[src/rtl/lsu_sequencer.sv]
// Load/store sequencer between execute and the data-memory bus: one or two
// word-aligned beats per access, load merge/extension, pipeline stall.
module lsu_sequencer #(
   parameter int ADDR_W = 32
) (
   input  logic              i_clk,
   input  logic              i_rst_n,
   input  logic              i_req_valid,
   output logic              o_req_ready,
   input  logic              i_req_mem_r,
   input  logic              i_req_mem_w,
   input  logic [2:0]        i_req_funct3,
   input  logic [ADDR_W-1:0] i_req_addr,
   input  logic [31:0]       i_req_wdata,
   output logic              o_stall,
   output logic              o_rsp_valid,
   output logic [31:0]       o_rsp_rdata,
   output logic              o_rsp_err,
   output logic              o_bus_valid,
   output logic              o_bus_we,
   output logic [ADDR_W-1:0] o_bus_addr,
   output logic [3:0]        o_bus_wstrb,
   output logic [31:0]       o_bus_wdata,
   input  logic              i_bus_ready,
   input  logic              i_bus_rvalid,
   input  logic [31:0]       i_bus_rdata
);

   typedef enum logic [2:0] {
      S_IDLE    = 3'd0,
      S_B0_REQ  = 3'd1,
      S_B0_WAIT = 3'd2,
      S_B1_REQ  = 3'd3,
      S_B1_WAIT = 3'd4,
      S_RESP    = 3'd5
   } state_t;

   state_t            r_state;
   logic              r_we;
   logic              r_split;
   logic [1:0]        r_off;
   logic [2:0]        r_funct3;
   logic [ADDR_W-1:0] r_addr1;
   logic [31:0]       r_wdata_hi;
   logic [3:0]        r_wstrb_hi;
   logic [31:0]       r_rd0;
   logic              r_bus_valid;
   logic              r_bus_we;
   logic [ADDR_W-1:0] r_bus_addr;
   logic [3:0]        r_bus_wstrb;
   logic [31:0]       r_bus_wdata;
   logic              r_rsp_valid;
   logic              r_rsp_err;
   logic [31:0]       r_rsp_rdata;

   logic              w_access;
   logic              w_accept;
   logic              w_illegal;
   logic              w_split;
   logic [ADDR_W-1:0] w_addr0;
   logic [3:0]        w_size_mask;
   logic [7:0]        w_strb8;
   logic [31:0]       w_wdata_lo;
   logic [31:0]       w_wdata_hi;
   logic [31:0]       w_rd_lo;
   logic [23:0]       w_rd_hi;
   logic [31:0]       w_stream;
   logic [31:0]       w_load;

   function automatic logic [31:0] load_extend(input logic [31:0] d, input logic [2:0] f3);
      logic [31:0] v;
      case (f3)
         3'b000:  v = {{24{d[7]}}, d[7:0]};
         3'b001:  v = {{16{d[15]}}, d[15:0]};
         3'b010:  v = d;
         3'b100:  v = {24'd0, d[7:0]};
         3'b101:  v = {16'd0, d[15:0]};
         default: v = 32'd0;
      endcase
      return v;
   endfunction

   assign o_req_ready = (r_state == S_IDLE);
   assign o_stall     = ((r_state != S_IDLE) && (r_state != S_RESP)) ||
                        ((r_state == S_IDLE) && i_req_valid && w_access);
   assign o_bus_valid = r_bus_valid;
   assign o_bus_we    = r_bus_we;
   assign o_bus_addr  = r_bus_addr;
   assign o_bus_wstrb = r_bus_wstrb;
   assign o_bus_wdata = r_bus_wdata;
   assign o_rsp_valid = r_rsp_valid;
   assign o_rsp_err   = r_rsp_err;
   assign o_rsp_rdata = r_rsp_rdata;

   // Request decode: legality, access size, split detection, lane strobes.
   always_comb begin
      w_access = i_req_mem_r | i_req_mem_w;
      w_accept = i_req_valid & o_req_ready & w_access;
      w_addr0  = {i_req_addr[ADDR_W-1:2], 2'b00};
      if (i_req_mem_r && i_req_mem_w) begin
         w_illegal = 1'b1;
      end else if (i_req_mem_r) begin
         w_illegal = (i_req_funct3 == 3'b011) || (i_req_funct3[2:1] == 2'b11);
      end else begin
         w_illegal = (i_req_funct3 > 3'b010);
      end
      case (i_req_funct3[1:0])
         2'b00: begin w_size_mask = 4'b0001; w_split = 1'b0; end
         2'b01: begin w_size_mask = 4'b0011; w_split = (i_req_addr[1:0] == 2'b11); end
         2'b10: begin w_size_mask = 4'b1111; w_split = (i_req_addr[1:0] != 2'b00); end
         default: begin w_size_mask = 4'b1111; w_split = 1'b0; end
      endcase
      w_strb8 = {4'b0000, w_size_mask} << i_req_addr[1:0];
   end

   // Store data as a 64-bit lane image: low word is beat0, high word is beat1.
   always_comb begin
      case (i_req_addr[1:0])
         2'b00: begin w_wdata_lo = i_req_wdata;                 w_wdata_hi = 32'd0; end
         2'b01: begin w_wdata_lo = {i_req_wdata[23:0], 8'd0};   w_wdata_hi = {24'd0, i_req_wdata[31:24]}; end
         2'b10: begin w_wdata_lo = {i_req_wdata[15:0], 16'd0};  w_wdata_hi = {16'd0, i_req_wdata[31:16]}; end
         2'b11: begin w_wdata_lo = {i_req_wdata[7:0], 24'd0};   w_wdata_hi = {8'd0, i_req_wdata[31:8]}; end
         default: begin w_wdata_lo = 32'd0; w_wdata_hi = 32'd0; end
      endcase
   end

   // Load merge: the final beat's data is used live, beat0 comes from r_rd0.
   always_comb begin
      case (r_state)
         S_B0_WAIT: begin w_rd_lo = i_bus_rdata; w_rd_hi = 24'd0; end
         S_B1_WAIT: begin w_rd_lo = r_rd0;       w_rd_hi = i_bus_rdata[23:0]; end
         default:   begin w_rd_lo = 32'd0;       w_rd_hi = 24'd0; end
      endcase
      case (r_off)
         2'b00:   w_stream = w_rd_lo;
         2'b01:   w_stream = {w_rd_hi[7:0],  w_rd_lo[31:8]};
         2'b10:   w_stream = {w_rd_hi[15:0], w_rd_lo[31:16]};
         2'b11:   w_stream = {w_rd_hi[23:0], w_rd_lo[31:24]};
         default: w_stream = w_rd_lo;
      endcase
      w_load = load_extend(w_stream, r_funct3);
   end

   // Sequencer FSM with registered bus and response outputs.
   always_ff @(posedge i_clk or negedge i_rst_n) begin
      if (!i_rst_n) begin
         r_state     <= S_IDLE;
         r_we        <= 1'b0;
         r_split     <= 1'b0;
         r_off       <= 2'b00;
         r_funct3    <= 3'b000;
         r_addr1     <= '0;
         r_wdata_hi  <= 32'd0;
         r_wstrb_hi  <= 4'b0000;
         r_rd0       <= 32'd0;
         r_bus_valid <= 1'b0;
         r_bus_we    <= 1'b0;
         r_bus_addr  <= '0;
         r_bus_wstrb <= 4'b0000;
         r_bus_wdata <= 32'd0;
         r_rsp_valid <= 1'b0;
         r_rsp_err   <= 1'b0;
         r_rsp_rdata <= 32'd0;
      end else begin
         case (r_state)
            S_IDLE: begin
               if (w_accept) begin
                  r_we       <= i_req_mem_w;
                  r_split    <= w_split;
                  r_off      <= i_req_addr[1:0];
                  r_funct3   <= i_req_funct3;
                  r_addr1    <= w_addr0 + ADDR_W'(32'd4);
                  r_wdata_hi <= w_wdata_hi;
                  r_wstrb_hi <= w_strb8[7:4];
                  if (w_illegal) begin
                     r_state     <= S_RESP;
                     r_rsp_valid <= 1'b1;
                     r_rsp_err   <= 1'b1;
                     r_rsp_rdata <= 32'd0;
                  end else begin
                     r_state     <= S_B0_REQ;
                     r_bus_valid <= 1'b1;
                     r_bus_we    <= i_req_mem_w;
                     r_bus_addr  <= w_addr0;
                     r_bus_wstrb <= i_req_mem_w ? w_strb8[3:0] : 4'b0000;
                     r_bus_wdata <= i_req_mem_w ? w_wdata_lo : 32'd0;
                  end
               end
            end
            S_B0_REQ: begin
               if (i_bus_ready) begin
                  if (r_we && r_split) begin
                     // Second store beat follows immediately on the bus.
                     r_state     <= S_B1_REQ;
                     r_bus_addr  <= r_addr1;
                     r_bus_wstrb <= r_wstrb_hi;
                     r_bus_wdata <= r_wdata_hi;
                  end else begin
                     r_state     <= r_we ? S_RESP : S_B0_WAIT;
                     r_rsp_valid <= r_we;
                     r_rsp_rdata <= 32'd0;
                     r_bus_valid <= 1'b0;
                     r_bus_we    <= 1'b0;
                     r_bus_addr  <= '0;
                     r_bus_wstrb <= 4'b0000;
                     r_bus_wdata <= 32'd0;
                  end
               end
            end
            S_B0_WAIT: begin
               if (i_bus_rvalid) begin
                  r_rd0 <= i_bus_rdata;
                  if (r_split) begin
                     r_state     <= S_B1_REQ;
                     r_bus_valid <= 1'b1;
                     r_bus_addr  <= r_addr1;
                  end else begin
                     r_state     <= S_RESP;
                     r_rsp_valid <= 1'b1;
                     r_rsp_rdata <= w_load;
                  end
               end
            end
            S_B1_REQ: begin
               if (i_bus_ready) begin
                  r_state     <= r_we ? S_RESP : S_B1_WAIT;
                  r_rsp_valid <= r_we;
                  r_rsp_rdata <= 32'd0;
                  r_bus_valid <= 1'b0;
                  r_bus_we    <= 1'b0;
                  r_bus_addr  <= '0;
                  r_bus_wstrb <= 4'b0000;
                  r_bus_wdata <= 32'd0;
               end
            end
            S_B1_WAIT: begin
               if (i_bus_rvalid) begin
                  r_state     <= S_RESP;
                  r_rsp_valid <= 1'b1;
                  r_rsp_rdata <= w_load;
               end
            end
            S_RESP: begin
               r_state     <= S_IDLE;
               r_rsp_valid <= 1'b0;
               r_rsp_err   <= 1'b0;
               r_rsp_rdata <= 32'd0;
            end
            default: begin
               r_state     <= S_IDLE;
               r_bus_valid <= 1'b0;
               r_rsp_valid <= 1'b0;
            end
         endcase
      end
   end

endmodule

[config.mk]
export PLATFORM = sky130hd
export DESIGN_NAME = lsu_sequencer
export DESIGN_NICKNAME = d
export VERILOG_FILES = /design/src/rtl/lsu_sequencer.sv
export SDC_FILE = /design/constraint.sdc
export NUM_CORES = 1
export LEC_CHECK = 0
export BUFFER_PORTS_ARGS = -buffer_cell sky130_fd_sc_hd__buf_2
export CORE_MARGIN = 4
export CORE_UTILIZATION = 50
export DETAILED_ROUTE_END_ITERATION = 10
export PLACE_DENSITY = 0.73
export SYNTH_ARGS = -nofsm -noshare
export SYNTH_HDL_FRONTEND = slang
export SYNTH_SLANG_ARGS = --single-unit
[constraint.sdc]
create_clock -name i_clk -period 4.8 [get_ports i_clk]
set_input_delay 0.24 -clock i_clk [delete_from_list [all_inputs] [get_ports i_clk]]
set_output_delay 0.24 -clock i_clk [all_outputs]
set_load 0.02 [all_outputs]
Word level (Yosys, flattened, before mapping)
Cells that the tools add are included.
{"block": "op_classes", "addsub": 1, "n_mul": 0, "div": 0, "magnitude_cmp": 1, "n_eq_ne": 30, "n_shift": 1, "muxes": 71, "bitwise_logic": 4, "reduce_logical": 29}
{"operator": "32-bit 2-to-1 mux", "count": 20}
{"operator": "32-bit one-hot mux with 4 select lines", "count": 4}
{"operator": "32-bit one-hot mux with 6 select lines", "count": 1}
{"operator": "32-bit one-hot mux with 5 select lines", "count": 1}
{"operator": "32-bit one-hot mux with 3 select lines", "count": 1}
{"operator": "32-bit by 3-bit adder with 32-bit output (second input constant)", "count": 1}
{"operator": "3-bit 2-to-1 mux", "count": 9}
{"operator": "24-bit 2-to-1 mux", "count": 1}
{"operator": "4-bit 2-to-1 mux", "count": 6}
{"operator": "1-bit 2-to-1 mux", "count": 20}
{"operator": "2-bit != test (second input constant)", "count": 8}
{"operator": "8-bit AND reduction", "count": 2}
{"operator": "3-bit one-hot mux with 5 select lines", "count": 1}
{"operator": "2-bit equality test (second input constant)", "count": 6}
{"operator": "3-bit by 2-bit equality test with 1-bit output (second input constant)", "count": 4}
{"operator": "3-bit equality test (second input constant)", "count": 4}
{"operator": "4-bit one-hot mux with 3 select lines", "count": 1}
{"operator": "1-bit one-hot mux with 5 select lines", "count": 2}
{"operator": "5-bit AND reduction", "count": 2}
{"operator": "9-bit AND reduction", "count": 1}
{"operator": "4-bit one-hot mux with 2 select lines", "count": 1}
{"operator": "4-bit by 2-bit left shift with 8-bit output", "count": 1}
{"operator": "7-bit AND reduction", "count": 1}
{"operator": "2-bit by 1-bit equality test with 1-bit output (second input constant)", "count": 3}
{"operator": "21 further kinds", "count": 36}
{"block": "totals", "reg_bits": 214, "latch_bits": 0, "ram_bits": 0, "romBits": 0, "output_inout_bits": 106, "word_cells": 154, "n_memories": 0}

Depth between registers and ports, before layout
Gate-level depths: netlist (run 1).
{"block": "depth", "depth_word": 7, "depth_mapped": 9, "depth_no_buf": 7}

Worst setup path before layout (run 1)
Ideal clock, no wire load.
{"block": "synth_timing", "path_kind": "flip-flop to flip-flop", "from": "register r_state[0]", "to": "register r_bus_wdata[24] (netlist: o_bus_wdata[24])", "arrival_ns": 2.047, "required_time_ns": 4.675, "path_slack_ns": 2.628, "stages_incl_launch_ff": 8, "n_path_buf": 2, "synth_period_minus_slack_ns": 2.172, "path_cell_list": "dfrtp_1 > buf_2 > nor3_4 > and2_1 > o21ai_1 > nand2_2 > buf_4 > mux2_2"}
{"block": "synth_between", "elab_chain_len": 5}
{"item": "start: declaration", "line": "38", "source": "state_t r_state;"}
{"item": "start signal: assignment", "line": "199", "source": "r_state <= r_we ? S_RESP : S_B0_WAIT;"}
{"item": "start signal: assignment", "line": "226", "source": "r_state <= r_we ? S_RESP : S_B1_WAIT;"}
{"item": "3-bit logical NOT *", "line": "83", "source": "assign o_req_ready = (r_state == S_IDLE);"}
{"item": "named net o_req_ready", "line": "9", "source": "output logic o_req_ready,"}
{"item": "1-bit bitwise AND (2 in series)", "line": "98", "source": "w_accept = i_req_valid & o_req_ready & w_access;"}
{"item": "2-bit by 1-bit != test with 1-bit output (no source line)"}
{"item": "5-bit AND reduction (no source line)"}
{"item": "end signal: assignment", "line": "186", "source": "r_bus_wdata <= i_req_mem_w ? w_wdata_lo : 32'd0;"}
{"item": "end signal: assignment", "line": "197", "source": "r_bus_wdata <= r_wdata_hi;"}
{"item": "end: declaration", "line": "51", "source": "logic [31:0] r_bus_wdata;"}
The timed path passes the listed nets; every way through them passes the cells marked *.
A chain may end at the register's enable or synchronous reset.

Final worst setup path (run 1)
{"block": "layout_timing", "from": "register r_state[2]", "to": "register r_bus_wdata[0] (netlist: o_bus_wdata[0])"}
{"block": "layout_between", "elab_chain_len": 5}
{"item": "3-bit logical NOT", "line": "83, 165"}
{"item": "1-bit bitwise AND (2 in series)", "line": "98"}
{"item": "2-bit by 1-bit != test with 1-bit output (no source line)"}
{"item": "5-bit AND reduction (no source line)"}
Several ways; a longest one is shown, not always the timed one.

==> impl_metrics.ini, run 1 <==
[drt]
routed_wl_um = 30900
post_drt_wl_per_cell_um = 19.7
dr.pass1.iters = 6
drtIter0Drc = 748
viasPerCell = 6.08
drc = 0
via_count = 9529
postRouteAntennaNets = 0

[placed_design]
post-dp-hpwl_um = 20300
port_buffers = 209
gp_congestion = 0.879

[layout]
syn_to_final_growth_pct = 19.6
multi_input_area_mm2 = 0.00569
layout-drive-gt1-share = 0.312
final_common_cell = buf_2
fin_nets = 1381
seqCellArea_mm2 = 0.00503
fill_cells = 1813
layout_common_cells = buf_2 (208), dfrtp_1 (201), nand2_1 (125), mux2_2 (110), nor2_1 (61)

[pwr]
p_per_area_mw_per_mm2 = 649
irDropWorstVdd_uv = 432
p_sw_frac = 0.408
cellLeakagePower_nw = 6.35
total_power_mw = 8.72
pwr-share-seq = 0.337
p_int_mw = 5.16
p_comb_frac = 0.457
power_switching_mw = 3.55
pwr-share-clk = 0.206

[synth]
synth_edf_count = 0
async_reset_ff_frac = 1.00
synth_warnings = 0
seq_area_frac_synth = 0.448
netlist_top_cells_area = dfrtp_1 (45%), mux2_2 (11%), nand2_1 (4.2%)
synth_flop_cell = dfrtp_1
synth-seq-cells = 201
synth_top_area_share = 0.448
synth_area_per_cell_um2 = 10.4
synth_cells = 1082
synth_top_cell_by_area = dfrtp_1
netlist-cell-type-count = 73
synth_area_mm2 = 0.0112

[global_routing]
grt_pass1_vias = 9253
grt.total_usage = 0.244
grt_pass1_wl_um = 49200
grt-ovfl-total = 0
grt_max_degree = 118
antenna_found_initial = 3

[critical_path]
required_ns = 5.23
cpMaxStageDelayCell = nand2_2
crit_type = reg2reg
rr_endpoint = o_bus_wdata[0]
r2r-start = r_state[2]
ff2ff_setup_slack_ns = 1.62
path_max_fanout = 39
worstRegToRegCells = 6
worstSetupStartpointType = flop
path_cells = nor3_4 -> and2_1 -> buf_4 -> o21ai_1 -> nand2_2 -> mux2_2
cp-end-kind = flop
cpPeakStageDelay_ns = 0.71
worstPathArrival_ns = 3.61

[floorplanning]
ios = 212
initial_utilization = 0.512
chipWidth_um = 158
rows = 54
coreArea_mm2 = 0.0220
die_height_um = 158
die-area_mm2 = 0.0249

[clock_tree]
clock_path_buffers = 3
cts_sinks = 201
clock_latency_ns = 0.55
tritoncts = yes
path_clk_slew_ns = 0.06
cts_max_level = 1
clockRootBuffer = clkbuf_16
cts_buffers = 24
cts_setup_buffers = 0

[sta]
setup_tns_ns = 0
tightest_slew_ns = 1.24
finalSetupViolations = 0
slew_viol_final = 0
fmax_mhz = 314
relSlewSlack = 0.167
clock_skew_ns = 0.0367
hold_viol_final = 0
period_needed_ns = 3.18
period_share = 0.662
rsz0062_at_grt = no

[hold_path]
hold_start = i_bus_rdata[13]
min_path_type = in2reg
worstHoldEndpoint = r_rd0[13]
whs_path_depth = 2

[run]
max-cap-violations = 0

[run_status]
run_status = completed
## critical path: cells and delay by family (launching register included)
family | cells | cell delay [ns]
and+or+nand+nor | 3 | 1.44
DFF | 1 | 0.66
muxes | 1 | 0.42
buffers and inverters | 1 | 0.36
AOI/OAI and AO/OA | 1 | 0.17
## sequential cells by signal (all words and copies together), names as in the netlist, 3 cells and up
register,flops
o_bus_wdata,32
o_rsp_rdata,32
r_rd0,32
o_bus_addr,30
r_addr1,30
r_wdata_hi,24
o_bus_wstrb,4
r_funct3,3
r_state,3
r_wstrb_hi,3
## synth_stat cells (3+ instances only)
master / instances
and4_1: 4
inv_1: 23
nor2b_1: 10
buf_4: 9
dfrtp_1: 201
buf_6: 3
xor2_1: 9
o31ai_1: 8
nand2b_1: 3
a221o_1: 14
a221oi_1: 8
ha_1: 5
a31oi_1: 5
or3b_1: 3
nand2_1: 126
nor4_1: 8
and3_1: 8
clkbuf_1: 43
nand4_1: 8
a22oi_1: 9
nor2_1: 61
nand3_1: 55
o21ai_0: 53
a21o_1: 6
a222oi_1: 8
buf_1: 10
mux4_2: 13
o2bb2ai_1: 10
xnor2_1: 21
nor3_1: 9
mux4_1: 3
or2_2: 3
buf_2: 26
mux2_2: 110
a22o_1: 48
a41o_1: 6
and2_1: 10
a21oi_1: 23
a211oi_1: 10
mux2i_1: 42
o21ai_1: 4
a2bb2oi_1: 8
## what timing repair did
action | in CTS | in global routing
hold buffers | 30 | 1
endpoints found under the hold margin | 145 | 1
gates resized for setup | 0 | 0
## metrics by stage
stage | std cells | hold slack (ns) | area (µm²) | setup slack, ns | utilization
2_1_floorplan | 1083 | -0.0556 | 11200 | 2.63 | -
4_1_cts | 1566 | 0.000138 | 13400 | 1.64 | 0.611
6_report | 1568 | 0.0167 | 13400 | 1.62 | 0.612
3_3_place_gp | 1493 | 0.448 | 12300 | 1.71 | 0.561
3_5_place_dp | 1493 | 0.455 | 12300 | 1.61 | 0.561
5_1_grt | 1568 | 0.00432 | 13400 | 1.41 | 0.612
## how the worst max path moves through the flow
| stage | cells after the start | slack, ns | startpoint | end |
|---|---|---|---|---|
| global placement | 6 | 1.71 | r_state[2] | o_bus_wdata[23] |
| floorplan | 7 | 2.63 | r_state[0] | o_bus_wdata[24] |
| global route | 6 | 1.41 | r_state[2] | o_bus_wdata[18] |
| detailed placement | 6 | 1.61 | r_state[2] | o_bus_wdata[27] |
| CTS | 6 | 1.64 | r_state[2] | o_bus_wdata[27] |
| finish | 6 | 1.62 | r_state[2] | o_bus_wdata[0] |
## power groups by stage
stage	Sequential, mW	Clock (mW)	Combinational [mW]
after floorplan	3.21	0	2.57
after global placement	2.92	0	3.87
after detailed placement	2.95	0	3.96
after CTS	2.93	1.82	3.99
after global routing	3.03	1.91	4.34
final	2.94	1.79	3.99
## kinds of logic after synthesis
logic type	synth area share
and+or+nand+nor	0.137
AOI/OAI and AO/OA	0.158
DFF	0.448
muxes	0.181
buffers and inverters	0.0468
xor gates and xnor gates	0.0234
adders and majority gates	0.00557
other	0.000334
## layout make-up
| cell class | instances | share of cell area |
|---|---|---|
| sequential | 201 | 0.374 |
| clock buffer | 36 | 0.0540 |
| clock inverter | 7 | 0.00494 |
| inverter | 24 | 0.00671 |
| antenna | 1 | 0.000186 |
| tap | 280 | 0.0261 |
| multi-input combinational | 766 | 0.424 |
| timing repair buffer | 253 | 0.110 |
## layer usage
| metal | part of all wire | routed length [µm] | track usage |
|---|---|---|---|
| met4 | 0.029 | 882 | 0.0684 |
| met1 | 0.42 | 13000 | 0.338 |
| met2 | 0.48 | 14700 | 0.394 |
| met3 | 0.073 | 2270 | 0.0451 |
| met5 | 0.00068 | 21 | 0 |
Note: power is estimated with default switching activity, not from simulation.
==> inputs of run 2 (changes only) <==
- PLACE_DENSITY: 0.73 -> 0.76
- clock period: 4.8 -> 2.65 ns (I/O delays scaled with it)
==> run 2 against run 1 <==
Total power increased by 86%; core utilization increased by 3.9 points; fmax increased by 33%; critical path type unchanged; highest routed layer unchanged.
==> impl_metrics.ini, run 2 (synthesis gave the netlist of run 1 again) <==
[run_status]
run_status = completed

[clock_tree]
cts_setup_buffers = 0
clock_latency_ns = 0.53
path_clk_slew_ns = 0.06
cts_buffers = 23
cts_sinks = 201
tritoncts = yes
clockRootBuffer = clkbuf_16
cts_max_level = 1
clock_path_buffers = 3

[sta]
hold_viol_final = 0
slew_viol_final = 0
period_share = 0.901
fin_ws_ns = 0.262
rsz0062_at_grt = no
relSlewSlack = 0.183
period_needed_ns = 2.39
setup_tns_ns = 0
clock_skew_ns = 0.0213
finalSetupViolations = 0
tightest_slew_ns = 1.22
fmax_mhz = 419

[global_routing]
grt_pass1_vias = 9918
grt_max_degree = 82
grt-ovfl-total = 0
top_usage_layer = met2
use_met2 = 0.436
grt_pass1_wl_um = 52500
use_met3 = 0.0514
grtUsageMet1 = 0.342
grt.total_usage = 0.261
antenna_found_initial = 3

[floorplanning]
chipWidth_um = 158
coreArea_mm2 = 0.0220
die-area_mm2 = 0.0249
ios = 212
rows = 54
die_height_um = 158
initial_utilization = 0.512

[layout]
fin_nets = 1467
layout_common_cells = buf_2 (208), dfrtp_1 (201), nand2_1 (125), mux2_2 (110), dlygate4sd3_1 (98)
stdcell_area_mm2 = 0.0143
syn_to_final_growth_pct = 27.2
layout-drive-gt1-share = 0.310
final_common_cell = buf_2

[placed_design]
post-dp-hpwl_um = 21300
dpl_cell_area_mm2 = 0.0125
port_buffers = 209
gp_congestion = 0.884
pre_cts_ws_ns = 0.229

[drt]
post_drt_wl_per_cell_um = 19.7
drc = 0
routed_wl_um = 32600
dr.pass1.iters = 5
via_count = 9867
postRouteAntennaNets = 0
drtIter0Drc = 800
viasPerCell = 5.96

[pwr]
power_switching_mw = 6.60
irDropWorstVdd_uv = 806
p_sw_frac = 0.407
pwr-share-clk = 0.199
p_per_area_mw_per_mm2 = 1130
p_int_mw = 9.60
pwr-share-seq = 0.327
p_comb_frac = 0.474
cellLeakagePower_nw = 6.74

[hold_path]
min_path_type = in2reg
hold_start = i_req_wdata[13]

[critical_path]
worstSetupStartpointType = flop
required_ns = 3.10
worstPathArrival_ns = 2.84
path_max_fanout = 48
r2r-start = r_state[2]
worstSetupStartpoint = r_state[2]
crit_type = reg2reg
cp-end-kind = flop

[run]
max-cap-violations = 0
[run 2: stage by stage]
step | util | power (mW) | instances | hold WS (ns)
after floorplan | - | 10.5 | 1083 | -0.163
after global placement | 0.571 | 12.6 | 1513 | 0.207
after detailed placement | 0.571 | 12.8 | 1513 | 0.214
after CTS | 0.651 | 16.2 | 1653 | 0.00475
after global routing | 0.651 | 17.2 | 1655 | 0.0409
final | 0.651 | 16.2 | 1655 | 0.0264
[run 2: worst max-delay path, stage by stage (launching register included)]
cell and delay (ns):
dfrtp_1 0.48, nor3b_4 0.32, buf_12 0.27, mux2i_1 0.29
a32oi_1 0.17, a21oi_2 0.57, a221o_1 0.21
[run 2: layout make-up]
type,count,area [µm²]
Timing Repair Buffer,340,2360
Tap cell,280,350
Sequential cell,201,5030
Inverter,24,90.1
Clock buffer,30,662
Multi-Input combinational cell,766,5690
Clock inverter,12,105
Fill cell,1705,7660
Antenna cell,2,5.00
[run 2: worst paths after layout]
| check | slack [ns] | depth (start not counted) | end |
|---|---|---|---|
| worst min register to register | 0.47 | 2 | r_wdata_hi[23] |
| min in group asynchronous | 0.21 | 2 | r_rd0[11] |
| max in group asynchronous | 1.55 | 3 | o_bus_wdata[11] |
| worst max register to register | 0.26 | 6 | o_rsp_rdata[16] |
| worst min-delay path | 0.03 | 3 | o_bus_wdata[13] |
| worst max-delay path | 0.26 | 6 | o_rsp_rdata[16] |
[run 2: layer usage]
metal / wire length (µm) / share of wire
met1: 13300 / 0.41
met2: 15800 / 0.49
met3: 2350 / 0.072
met4: 1130 / 0.035
met5: 14 / 0.00043
[run 2: power by group through the flow]
stage	registers (mW)	clock network (mW)	logic [mW]
finish	5.30	3.22	7.67
global placement	5.27	0	7.30
floorplan	5.82	0	4.66
global route	5.45	3.41	8.34
CTS	5.28	3.27	7.64
detailed placement	5.32	0	7.47
[run 2: timing repair]
action	CTS	global route
endpoints found under the setup margin	0	11
hold buffers	98	0
resized for setup	0	1
endpoints found under the hold margin	185	0
